$ cat config.mk
export PLATFORM = sky130hd
export DESIGN_NAME = bhist_checkpoint_ctrl_flat
export DESIGN_NICKNAME = d
export VERILOG_FILES = /design/src/rtl/bhist_pkg.sv /design/src/rtl/bhist_checkpoint_ctrl_if.sv /design/src/rtl/bhist_ckpt_ram.sv /design/src/rtl/bhist_checkpoint_ctrl.sv /design/src/flat_wrapper.sv
export SDC_FILE = /design/constraint.sdc
export NUM_CORES = 1
export LEC_CHECK = 0
export ABC_CLOCK_PERIOD_IN_PS = 7220
export BUFFER_PORTS_ARGS = -buffer_cell sky130_fd_sc_hd__clkbuf_2
export CAP_MARGIN = 20
export CORE_MARGIN = 2
export CORE_UTILIZATION = 50
export CTS_BUF_LIST = sky130_fd_sc_hd__clkbuf_4 sky130_fd_sc_hd__clkbuf_8
export DETAILED_ROUTE_END_ITERATION = 8
export PLACE_DENSITY = 0.69
export SLEW_MARGIN = 20
export SYNTH_ARGS = -nofsm -noshare
export SYNTH_HDL_FRONTEND = slang
export SYNTH_SLANG_ARGS = --single-unit
$ cat constraint.sdc
create_clock -name clk -period 7.22 [get_ports clk]
set_clock_uncertainty 0.05 [all_clocks]
set_input_delay 0.361 -clock clk [delete_from_list [all_inputs] [get_ports clk]]
set_output_delay 0.361 -clock clk [all_outputs]
set_load 0.005 [all_outputs]
$ cat src/rtl/bhist_pkg.sv
// Shared types for the branch-history checkpoint sequencer.
// Checkpoint layout and FSM encoding live here.
package bhist_pkg;

  localparam int HIST_W = 32;
  localparam int DEPTH  = 8;
  localparam int TAG_W  = 3;

  typedef enum logic {
    RUN     = 1'b0,
    RECOVER = 1'b1
  } state_e;

  typedef struct packed {
    logic [HIST_W-1:0] history;
    logic              taken;
  } checkpoint_t;

endpackage

$ cat src/rtl/bhist_checkpoint_ctrl_if.sv
// Front-end request and back-end resolve bundle.
// master = predictor/back-end side, slave = sequencer.
interface bhist_checkpoint_ctrl_if #(
  parameter int TAG_W = 3
);

  logic             fe_valid;
  logic             fe_taken;
  logic             fe_ready;
  logic [TAG_W-1:0] fe_tag;

  logic             rs_valid;
  logic [TAG_W-1:0] rs_tag;
  logic             rs_taken;
  logic             rs_mispredicted;

  modport master (
    output fe_valid,
    output fe_taken,
    input  fe_ready,
    input  fe_tag,
    output rs_valid,
    output rs_tag,
    output rs_taken,
    output rs_mispredicted
  );

  modport slave (
    input  fe_valid,
    input  fe_taken,
    output fe_ready,
    output fe_tag,
    input  rs_valid,
    input  rs_tag,
    input  rs_taken,
    input  rs_mispredicted
  );

endinterface

$ cat src/rtl/bhist_ckpt_ram.sv
// Checkpoint storage: one write port, one async read port.
// Storage is not reset; occupancy tracks validity.
module bhist_ckpt_ram
  import bhist_pkg::*;
#(
  parameter int DEPTH = 8,
  parameter int TAG_W = 3
) (
  input  logic             clk,
  input  logic             we_i,
  input  logic [TAG_W-1:0] waddr_i,
  input  checkpoint_t      wdata_i,
  input  logic [TAG_W-1:0] raddr_i,
  output checkpoint_t      rdata_o
);

  checkpoint_t mem_q [DEPTH];

  always_ff @(posedge clk) begin
    if (we_i) mem_q[waddr_i] <= wdata_i;
  end

  assign rdata_o = mem_q[raddr_i];

endmodule

$ cat src/rtl/bhist_checkpoint_ctrl.sv
// Global branch-history sequencer: checkpoints each prediction,
// restores history on mispredict and flushes younger entries.
module bhist_checkpoint_ctrl
  import bhist_pkg::*;
#(
  parameter int DEPTH = bhist_pkg::DEPTH,
  parameter int TAG_W = bhist_pkg::TAG_W
) (
  input  logic                   clk,
  input  logic                   reset,
  bhist_checkpoint_ctrl_if.slave io,
  input  logic [HIST_W-1:0]      cur_history,
  output logic                   sr_predict_valid,
  output logic                   sr_predict_taken,
  output logic                   sr_train_mispredicted,
  output logic                   sr_train_taken,
  output logic [HIST_W-1:0]      sr_train_history,
  output logic [TAG_W:0]         occupancy,
  output logic                   err_sticky
);

  localparam logic [TAG_W-1:0] PTR_ONE  = TAG_W'(1);
  localparam logic [TAG_W:0]   OCC_ONE  = (TAG_W+1)'(1);
  localparam logic [TAG_W:0]   OCC_FULL = (TAG_W+1)'(DEPTH);

  state_e           state_q, state_d;
  logic [TAG_W-1:0] rd_q, rd_d;
  logic [TAG_W-1:0] wr_q, wr_d;
  logic [TAG_W:0]   occ_q, occ_d;
  logic             err_q, err_d;

  logic        resolve_ok;
  logic        mis;
  logic        pop;
  logic        push;
  checkpoint_t head;
  checkpoint_t wdata;
  logic        unused_head_taken;

  assign resolve_ok = io.rs_valid && (occ_q != '0)
                   && (io.rs_tag == rd_q);
  assign mis  = resolve_ok && io.rs_mispredicted;
  assign pop  = resolve_ok && !io.rs_mispredicted;

  // Gating on reset keeps the shift register idle while reset is held.
  assign io.fe_ready = !reset && (state_q == RUN)
                    && (occ_q < OCC_FULL) && !mis;
  assign push      = io.fe_valid && io.fe_ready;
  assign io.fe_tag = wr_q;

  assign wdata.history = cur_history;
  assign wdata.taken   = io.fe_taken;

  bhist_ckpt_ram #(
    .DEPTH (DEPTH),
    .TAG_W (TAG_W)
  ) u_ram (
    .clk     (clk),
    .we_i    (push),
    .waddr_i (wr_q),
    .wdata_i (wdata),
    .raddr_i (rd_q),
    .rdata_o (head)
  );

  assign unused_head_taken = head.taken;

  assign sr_predict_valid      = push;
  assign sr_predict_taken      = push && io.fe_taken;
  assign sr_train_mispredicted = !reset && mis;
  assign sr_train_taken        = !reset && mis && io.rs_taken;
  assign sr_train_history      = (!reset && mis) ? head.history : '0;

  assign occupancy  = occ_q;
  assign err_sticky = err_q;

  always_ff @(posedge clk) begin
    if (reset) begin
      state_q <= RUN;
      rd_q    <= '0;
      wr_q    <= '0;
      occ_q   <= '0;
      err_q   <= 1'b0;
    end else begin
      state_q <= state_d;
      rd_q    <= rd_d;
      wr_q    <= wr_d;
      occ_q   <= occ_d;
      err_q   <= err_d;
    end
  end

  always_comb begin
    state_d = state_q;
    rd_d    = rd_q;
    wr_d    = wr_q;
    occ_d   = occ_q;
    err_d   = err_q | (io.rs_valid && !resolve_ok);
    unique case (state_q)
      RUN:     state_d = mis ? RECOVER : RUN;
      RECOVER: state_d = RUN;
      default: state_d = RUN;
    endcase
    if (push) wr_d = wr_q + PTR_ONE;
    if (pop)  rd_d = rd_q + PTR_ONE;
    unique case (1'b1)
      mis:          occ_d = '0;
      push && !pop: occ_d = occ_q + OCC_ONE;
      pop && !push: occ_d = occ_q - OCC_ONE;
      default:      occ_d = occ_q;
    endcase
    // A flush drops every younger checkpoint at once.
    if (mis) rd_d = wr_q;
  end

endmodule
$ cat src/flat_wrapper.sv
// flat-port wrapper written by rule: the top's interface ports become plain ports
module bhist_checkpoint_ctrl_flat import bhist_pkg::*;
#(
  parameter int DEPTH = bhist_pkg::DEPTH,
  parameter int TAG_W = bhist_pkg::TAG_W
)
  (clk, reset, cur_history, sr_predict_valid, sr_predict_taken, sr_train_mispredicted, sr_train_taken, sr_train_history, occupancy, err_sticky, io_fe_valid, io_fe_taken, io_fe_ready, io_fe_tag, io_rs_valid, io_rs_tag, io_rs_taken, io_rs_mispredicted);
  bhist_checkpoint_ctrl_if #(.TAG_W(TAG_W)) io_i ();
  input  logic clk;
  input  logic reset;
  input  logic [HIST_W-1:0] cur_history;
  output logic sr_predict_valid;
  output logic sr_predict_taken;
  output logic sr_train_mispredicted;
  output logic sr_train_taken;
  output logic [HIST_W-1:0] sr_train_history;
  output logic [TAG_W:0] occupancy;
  output logic err_sticky;
  input wire logic [$bits(io_i.fe_valid)-1:0] io_fe_valid;
  input wire logic [$bits(io_i.fe_taken)-1:0] io_fe_taken;
  output wire logic [$bits(io_i.fe_ready)-1:0] io_fe_ready;
  output wire logic [$bits(io_i.fe_tag)-1:0] io_fe_tag;
  input wire logic [$bits(io_i.rs_valid)-1:0] io_rs_valid;
  input wire logic [$bits(io_i.rs_tag)-1:0] io_rs_tag;
  input wire logic [$bits(io_i.rs_taken)-1:0] io_rs_taken;
  input wire logic [$bits(io_i.rs_mispredicted)-1:0] io_rs_mispredicted;
  assign io_i.fe_valid = io_fe_valid;
  assign io_i.fe_taken = io_fe_taken;
  assign io_fe_ready = io_i.fe_ready;
  assign io_fe_tag = io_i.fe_tag;
  assign io_i.rs_valid = io_rs_valid;
  assign io_i.rs_tag = io_rs_tag;
  assign io_i.rs_taken = io_rs_taken;
  assign io_i.rs_mispredicted = io_rs_mispredicted;
  bhist_checkpoint_ctrl #(.DEPTH(DEPTH), .TAG_W(TAG_W)) u_core (.clk(clk), .reset(reset), .io(io_i), .cur_history(cur_history), .sr_predict_valid(sr_predict_valid), .sr_predict_taken(sr_predict_taken), .sr_train_mispredicted(sr_train_mispredicted), .sr_train_taken(sr_train_taken), .sr_train_history(sr_train_history), .occupancy(occupancy), .err_sticky(err_sticky));
endmodule
# [Yosys cells after proc, flatten, opt, wreduce, memory -nomap -nowiden]
# Memories as Yosys holds them, arrays and structs flattened. A register that Yosys moved wholly into a read port is not among the register bits.
# Index checks and enable logic that the tools add are counted.
[totals] in_bits=42 mem_count=1 ff_bits=12 ram_bits=264
[op_classes] add_sub_neg=4 muxes=10 n_eq_ne=1 bitwise_logic=2 reduce_logical=23 n_lt_le_gt_ge=1
[memory_table] memory="u_core.u_ram.mem_q" depth=8 word_bits=33 rd=1 rd_clocked_by_memory_dff=1 write_ports=1 line_no="bhist_ckpt_ram.sv:17" text="checkpoint_t mem_q [DEPTH];"
[op_table] op="32-bit two-way mux" count=1
[op_table] op="1-bit logical AND" count=14
[op_table] op="3-bit two-way mux" count=4
[op_table] op="4-bit one-hot mux with 3 select lines" count=1
[op_table] op="3-bit by 1-bit adder with 3-bit output (second input constant)" count=2
[op_table] op="1-bit logical NOT" count=6
[op_table] op="4-bit by 1-bit adder with 4-bit output (second input constant)" count=1
[op_table] op="4-bit < comparator (second input constant)" count=1
[op_table] op="4-bit nonzero test" count=1
[op_table] op="4-bit by 1-bit subtractor with 4-bit output (second input constant)" count=1
[op_table] op="3-bit == test" count=1
[op_table] op="1-bit two-way mux" count=3
[op_table] op="3-bit nonzero test" count=1
[op_table] op="1-bit one-hot mux with 2 select lines" count=1
[op_table] op="2-bit nonzero test" count=1
[op_table] op="1-bit NOT" count=1
[op_table] op="1-bit bitwise OR" count=1

# [Logic depth before layout (Yosys ltp)]
# Gate-level depths: netlist of run 1.
[logic_depth] word_depth=10 depth_mapped=10 ltp_nobuf=9

# [Modules after synthesis]
# Synthesis of run 1 repeated with hierarchy kept, for this count alone.
[unflattened] cells_unflattened=516 hier_area_um2=10976.8
[modules_own_cells] module="bhist_ckpt_ram" instances=1 cells_each=394 area_per_inst_um2=9979.6
[modules_own_cells] module="bhist_checkpoint_ctrl" instances=1 cells_each=122 area_per_inst_um2=997.2

# [Worst setup path after synthesis of run 1]
# No wires, ideal clock.
[synth_path] path_kind="register to register" from="reg u_core.occ_q[3] (netlist: u_core.occupancy[3])" to="mem u_core.u_ram.mem_q[0][10] (netlist bit) (enable)" slack_ns=2.168 path_buffers=1 required_ns=6.669 arrival_ns=4.501 stages_incl_launch_ff=6 cell_sequence="dfxtp_1 or4_4 and3_4 a31o_4 buf_6 nor4_1"
[synth_via] elab_chain_cells=9 word_cells_on_any_way=11
[synth_lines] element="from (decl)" line_no="bhist_checkpoint_ctrl.sv:29" text="logic [TAG_W:0] occ_q, occ_d;"
[synth_lines] element="from (signal assigned)" line_no="bhist_checkpoint_ctrl.sv:82" text="occ_q <= '0;"
[synth_lines] element="from (signal assigned)" line_no="bhist_checkpoint_ctrl.sv:88" text="occ_q <= occ_d;"
[synth_lines] element="parallel branches: the longest is 5 deep, another holds 4-bit < comparator"
[synth_lines] element="1-bit logical AND *" line_no="bhist_checkpoint_ctrl.sv:47" text="&& (occ_q < OCC_FULL) && !mis;"
[synth_lines] element="1-bit logical AND *" line_no="bhist_checkpoint_ctrl.sv:48" text="assign push = io.fe_valid && io.fe_ready;"
[synth_lines] element="1-bit two-way mux *" line_no="bhist_ckpt_ram.sv:20" text="if (we_i) mem_q[waddr_i] <= wdata_i;"
[synth_lines] element="1-bit two-way mux (implied by the code) *" line_no="bhist_ckpt_ram.sv:20"
[synth_lines] element="to (decl)" line_no="bhist_ckpt_ram.sv:17"
# Every way passes the cells marked *.

# [Worst setup path in the final report of run 1]
[layout_path] from="reg u_core.occ_q[0] (netlist: u_core.occupancy[0])" to="out sr_train_history[13]"
[layout_via] elab_chain_cells=6
[layout_lines] element="4-bit nonzero test" line_no="bhist_checkpoint_ctrl.sv:40" text="assign resolve_ok = io.rs_valid && (occ_q != '0)"
[layout_lines] element="1-bit logical AND" line_no="bhist_checkpoint_ctrl.sv:40"
[layout_lines] element="1-bit logical AND" line_no="bhist_checkpoint_ctrl.sv:41" text="&& (io.rs_tag == rd_q);"
[layout_lines] element="1-bit logical AND" line_no="bhist_checkpoint_ctrl.sv:42" text="assign mis = resolve_ok && io.rs_mispredicted;"
[layout_lines] element="1-bit logical AND" line_no="bhist_checkpoint_ctrl.sv:72" text="assign sr_train_history = (!reset && mis) ? head.history : '0;"
[layout_lines] element="32-bit two-way mux" line_no="bhist_checkpoint_ctrl.sv:72"
[layout_lines] element="to (decl)" line_no="flat_wrapper.sv:16" text="output logic [HIST_W-1:0] sr_train_history;"
# No other way between the ends.

==> flow_summary.yaml, run 1 <==
outcome:
  run_status: "complete, no violations"
floorplan:
  start_util: 0.5069
  die_h_um: 149.8
  ios: 87
  core-area_um2: 20960
  dieArea_um2: 22430
  die_width_um: 149.8
  fp-row-count: 53
clock_network:
  numCtsBuffers: 43
  clock_sinks: 271
  cts.clk_slew.worst_paths_ps: 60
  htreeDepth: 2
  cts_setup_buffers: 0
  cts_buffer_depth: 3
  root_buffer: "clkbuf_8"
  post_cts_resized: 0
  cts_hold_buf: 0
  clock_latency_ps: 520
  cts_tree: "yes"
synthesis:
  synthesis.nets: 558
  ys_warn_count: 0
  ys_seq_area_frac: 0.7519
  synth_top_area_frac: 0.7237
  synth_cells: 510
  synth-seq-cells: 271
  ys_types: 44
  synth-edff-count: 256
  avgSynthCellArea_um2: 20.83
  synthTopCellsByCount: "edfxtp_1, mux4_2, nor2_1"
  synthMostInstantiatedCell: "edfxtp_1"
  yosysTopAreaCell: "edfxtp_1"
  yosys-top-cells-area: "edfxtp_1, mux4_2, mux2i_1"
  synth_area_um2: 10620
  async_flop_share: 0
  synth_ff_type: "edfxtp_1"
setup_path:
  timing.rr.start: "u_core.occupancy[3]"
  path_max_fanout: 35
  critPathKind: "reg2out"
  cp-end-kind: "output pin"
  r2r_slack_ps: 3760
  path_cells: "or4_4 > nand3_1 > or4_2 > nor2_1 > clkbuf_2"
  r2r_cells: 9
  worst_setup_path_start_kind: "register"
  startpoint: "u_core.occupancy[0]"
  crit_end: "sr_train_history[13]"
  slowest_delay_ps: 1110
  r2r_end: "u_core.occupancy[3]"
  slowest_stage: "or4_2"
  cp_data_arrival_time_ps: 3060
  crit_required_ps: 6810
power_and_ir_drop:
  intPower_w: 0.002449
  pwr-share-seq: 0.576
  clock_power_share: 0.389
  power_leakage_nw: 3.980
  power_switching_w: 0.0006172
  pwr-share-comb: 0.035
  power_density_nw_per_um2: 251.6
  netSwitchingFraction: 0.2013
  max-vdd-ir-drop_mv: 0.1643
drt:
  postRouteAntennaNets: 0
  drtPass1Iterations: 5
  routed_wl_um: 20000
  vias_per_cell: 5.644
  num_vias: 5232
  drt-wirelength-per-cell_um: 21.57
  drt_iter0_markers: 295
  drc: 0
timing:
  fin_crit_ps: 3476
  max_slew_margin: 0.3691
  fin_tns_setup_ps: 0
  fmax_mhz: 287.7
  rsz0062_at_grt: "false"
  period_share: 0.4814
  finalHoldViolCount: 0
  max_slew.worst_pin.slew_ps: 946.4
  maxSlewViolCount: 0
  finalSetupViolations: 0
finish:
  area_delta_synth_final_pct: 14.75
  final_area_um2: 12190
  drive_gt1_frac: 0.3696
  n_fill_cell: 1614
  final_cells: 927
  antenna_cells: 0
  nets: 672
grt:
  grt_max_degree: 65
  grt_pass1_wl_um: 30900
  antenna_found_initial: 0
  grt_util_all_layers: 0.1846
  first_global_vias: 5480
  grt-ovfl-total: 0
place:
  dpl.hpwl_um: 10440
  dpl_cell_area_um2: 11400
  dp_cells: 854
  io_buffers: 86
  gp_congestion: 0.7944
flow_run:
  drv_cap: 0
hold_path:
  hp-class: "in2reg"
how the worst min path moves through the flow:
stage                               start                   endpoint  slack (ps)  cells after the start
after global routing       cur_history[8]   u_core.u_ram.mem_q[5][9]          60                      1
after floorplan            u_core.state_q             u_core.state_q         340                      1
after detailed placement   u_core.state_q             u_core.state_q         380                      1
after CTS                  cur_history[8]   u_core.u_ram.mem_q[4][9]          30                      1
final                     cur_history[12]  u_core.u_ram.mem_q[7][13]          60                      1
after global placement     u_core.state_q             u_core.state_q         380                      1
registers in the layout, summed over array words and instances (netlist names), named ones only:
signal / flops
u_core.err_sticky: 1
u_core.io.fe_tag: 3
u_core.occupancy: 4
u_core.rd_q: 3
u_core.state_q: 1
u_core.u_ram.mem_q: 256
critical path, delay by kind of cell (launching register included):
kind / cells / cell delay, ps
buf+inv: 1 / 170
flops: 1 / 450
simple gates: 4 / 1920
per-stage QoR:
stage	power, W	setup slack [ps]	util	hold WS (ps)
6_report	0.003067	3744	0.5817	64.25
5_1_grt	0.003181	3521	0.5817	55.08
4_1_cts	0.003099	3682	0.5817	33.45
3_5_place_dp	0.001909	3889	0.5440	380.5
3_3_place_gp	0.001902	4107	0.5440	380.8
2_1_floorplan	0.001856	2168	-	343.5
routing by layer:
| metal | global-route usage | vias up | part of all wire |
|---|---|---|---|
| li1 | - | 2319 | - |
| met1 | 0.2535 | 2702 | 0.42 |
| met2 | 0.3044 | 172 | 0.50 |
| met3 | 0.03628 | 39 | 0.062 |
| met4 | 0.05519 | 0 | 0.019 |
| met5 | 0 | - | 0 |
placed cells by master (no fill, tap or decap), drive strengths merged, types with 5 or more instances in the layout:
| cell type | Yosys | final |
|---|---|---|
| a21oi | 7 | 7 |
| buf | 15 | 11 |
| clkbuf | 13 | 146 |
| clkinv | 0 | 13 |
| dfxtp | 15 | 15 |
| edfxtp | 256 | 256 |
| ha | 5 | 5 |
| inv | 7 | 7 |
| mux2i | 35 | 35 |
| mux4 | 64 | 64 |
| nor2 | 38 | 38 |
| nor3 | 5 | 5 |
area by class of cell:
class                   count  area (um2)  area share
clock buffers              60       738.2     0.06056
repair buffers             97       513.0     0.04209
flip-flops and latches    271        7994      0.6558
clock inverters            13       51.30    0.004209
inverters                   7       26.28    0.002156
well taps                 275       344.1     0.02823
multi-input cells         204        2522      0.2069
logic make-up after synthesis:
kind of cell	Yosys count	share of synthesized area
flip-flops	271	0.7519
multiplexers	100	0.1697
AO/OA/AOI/OAI	23	0.01578
adder cells (fa/ha/maj)	6	0.007774
AND/OR/NAND/NOR	71	0.03699
XOR/XNOR	4	0.003299
buffers and inverters	35	0.01449
power groups by stage:
stage	Clock [W]	Combinational [W]	Sequential [W]
2_1_floorplan	0	0.0000638	0.00179
3_3_place_gp	0	0.000105	0.00180
3_5_place_dp	0	0.000110	0.00180
4_1_cts	0.00122	0.000110	0.00177
5_1_grt	0.00129	0.000119	0.00177
6_report	0.00119	0.000108	0.00177
Power figures use the tool's default switching activity.
==> run 2, diff against run 1 <==
- ABC_AREA: default -> 1
- ABC_CLOCK_PERIOD_IN_PS: 7220 -> 3300
- PLACE_DENSITY: 0.69 -> 0.68
- clock period: 7.22 -> 3.3 ns (I/O delays scaled with it)
==> run 2 against run 1 <==
  * Total power up 120%
  * Non-clock buffer count up 48
  * Synthesized area up 7.5%
  * Via count up 37%
  * Synthesized cell count up 86%
  * Sequential share of layout area down 6.3 points
  * Setup slack worse by 3100 ps
  * Largest cell class unchanged
  * Register-to-register slack worse by 3000 ps
  * Highest routed layer unchanged
  * Die area up 7.3%
  * Sequential power up 120%
  * Clock-buffer cell count up 3
==> flow_summary.yaml, run 2 <==
outcome:
  run_status: "complete, no violations"
clock_network:
  cts_tree: "yes"
  htreeDepth: 2
  cts.clk_slew.worst_paths_ps: 60
  clock_latency_ps: 550
  numCtsBuffers: 44
  root_buffer: "clkbuf_8"
  cts_hold_buf: 37
  clock_sinks: 271
  cts_setup_buffers: 0
  post_cts_resized: 0
  cts_buffer_depth: 3
synthesis:
  synth_cells: 951
  synth-edff-count: 256
  synth_ff_type: "edfxtp_1"
  synth_top_area_frac: 0.6733
  synthTopCellsByCount: "edfxtp_1, nand2_1, nor2_1"
  async_flop_share: 0
  ys_seq_area_frac: 0.6996
  yosysTopAreaCell: "edfxtp_1"
  avgSynthCellArea_um2: 12.01
  yosys-top-cells-area: "edfxtp_1, nand2_1, mux2i_1"
  synth_area_um2: 11420
  synthesis.nets: 999
  ys_warn_count: 0
  synthMostInstantiatedCell: "edfxtp_1"
  ys_types: 32
  synth-seq-cells: 271
setup_path:
  path_max_fanout: 51
  timing.rr.start: "u_core.rd_q[1]"
  r2r_end: "u_core.u_ram.mem_q[1][28]"
  crit_required_ps: 3080
  r2r_cells: 7
  r2r_slack_ps: 800
  crit_end: "sr_train_history[16]"
  worst_setup_path_start_kind: "register"
  critPathKind: "reg2out"
  cp_data_arrival_time_ps: 2480
  cp-end-kind: "output pin"
finish:
  layout_commonest_cell: "edfxtp_1"
  nets: 1144
  final_cells: 1414
  area_delta_synth_final_pct: 18.21
  drive_gt1_frac: 0.1940
  top_register: "u_core.u_ram.mem_q"
  largest_reg_flops: 256
  final_cell_mix: "edfxtp_1, nand2_1, nor2_1"
  antenna_cells: 0
place:
  gp_congestion: 0.8304
  dpl.hpwl_um: 14040
  io_buffers: 86
  dp_cells: 1298
  dp_slack_ps: 787.0
drt:
  drt_iter0_markers: 463
  vias_per_cell: 5.054
  num_vias: 7146
  drtPass1Iterations: 5
  drc: 0
  routed_wl_um: 23190
  postRouteAntennaNets: 0
  drt-wirelength-per-cell_um: 16.40
hold_path:
  hp-start: "io_rs_tag[0]"
  hp-class: "in2reg"
power_and_ir_drop:
  intPower_w: 0.005393
  max-vdd-ir-drop_mv: 0.3449
  power_leakage_nw: 5.093
  pwr-share-comb: 0.040
  power_switching_w: 0.001449
  power_w: 0.006843
  power_density_nw_per_um2: 507.0
  clock_power_share: 0.402
  pwr-share-seq: 0.559
  netSwitchingFraction: 0.2118
grt:
  grt_pass1_wl_um: 37290
  grt_max_degree: 53
  grt-ovfl-total: 0
  antenna_found_initial: 0
  grt_util_all_layers: 0.1992
  first_global_vias: 7160
floorplan:
  start_util: 0.5074
  ios: 87
  die_width_um: 155.1
  core-area_um2: 22500
  die_h_um: 155.1
  fp-row-count: 55
  dieArea_um2: 24060
timing:
  fin_crit_ps: 2698
  fin_tns_setup_ps: 0
  fmax_mhz: 370.6
  max_slew.worst_pin.slew_ps: 854.8
  worst_slack_ps: 602.0
  finalHoldViolCount: 0
  period_share: 0.8176
  max_slew_margin: 0.4295
  finalSetupViolations: 0
  maxSlewViolCount: 0
  rsz0062_at_grt: "false"
flow_run:
  drv_cap: 0
[run 2: logic make-up (layout without fill, tap and decap cells)]
group,Yosys count,in the layout,share of synthesized area
multiplexers,64,64,0.05611
buffers and inverters,139,317,0.05227
adder cells (fa/ha/maj),6,6,0.007233
AO/OA/AOI/OAI,139,139,0.06126
AND/OR/NAND/NOR,330,330,0.1220
flip-flops,271,271,0.6996
XOR/XNOR,2,2,0.001535
[run 2: how the worst min path moves through the flow]
stage	endpoint	slack (ps)	cells after the start
after floorplan	u_core.occupancy[1]	180	1
after global placement	u_core.err_sticky	380	3
after detailed placement	u_core.err_sticky	380	3
after CTS	u_core.rd_q[2]	110	8
after global routing	u_core.rd_q[2]	160	8
final	u_core.rd_q[2]	120	8
[run 2: final cells by class]
class / count / area, um2
Fill cell: 1779 / 9006
Sequential cell: 271 / 7995
Multi-Input combinational cell: 541 / 2883
Timing Repair Buffer: 145 / 1079
Clock buffer: 63 / 760.7
Tap cell: 285 / 356.6
Inverter: 93 / 349.1
Clock inverter: 16 / 73.82
[run 2: metal layers]
metal	routed length [um]	up-vias	GRT usage
met5	0	-	0
met4	403	0	0.06173
met3	1001	34	0.03454
met2	11430	146	0.3454
met1	10360	3411	0.2579
li1	-	3555	-
[run 2: worst max-delay path, cell delays in order, from the launching register on]
cell and delay [ps]:
dfxtp_4 840, buf_4 340, mux2i_1 200, nand2_1 60
o21ai_1 90, nand2_1 70, nand2_1 120, nor2_1 50
clkbuf_2 140
[run 2: through the flow]
| stage | cell area [um2] | util | hold slack, ps |
|---|---|---|---|
| 6_report | 13500 | 0.5998 | 123.6 |
| 4_1_cts | 13500 | 0.5998 | 107.0 |
| 3_5_place_dp | 12290 | 0.5462 | 384.0 |
| 2_1_floorplan | 11420 | - | 184.1 |
| 5_1_grt | 13500 | 0.5998 | 161.1 |
| 3_3_place_gp | 12290 | 0.5462 | 383.4 |
[run 2: power by group through the flow]
stage                     clock network, W  registers (W)  logic, W
after global routing               0.00295        0.00382  0.000307
after floorplan                          0        0.00389  0.000119
final                              0.00275        0.00382  0.000272
after detailed placement                 0        0.00389  0.000240
after global placement                   0        0.00389  0.000236
after CTS                          0.00281        0.00382  0.000276
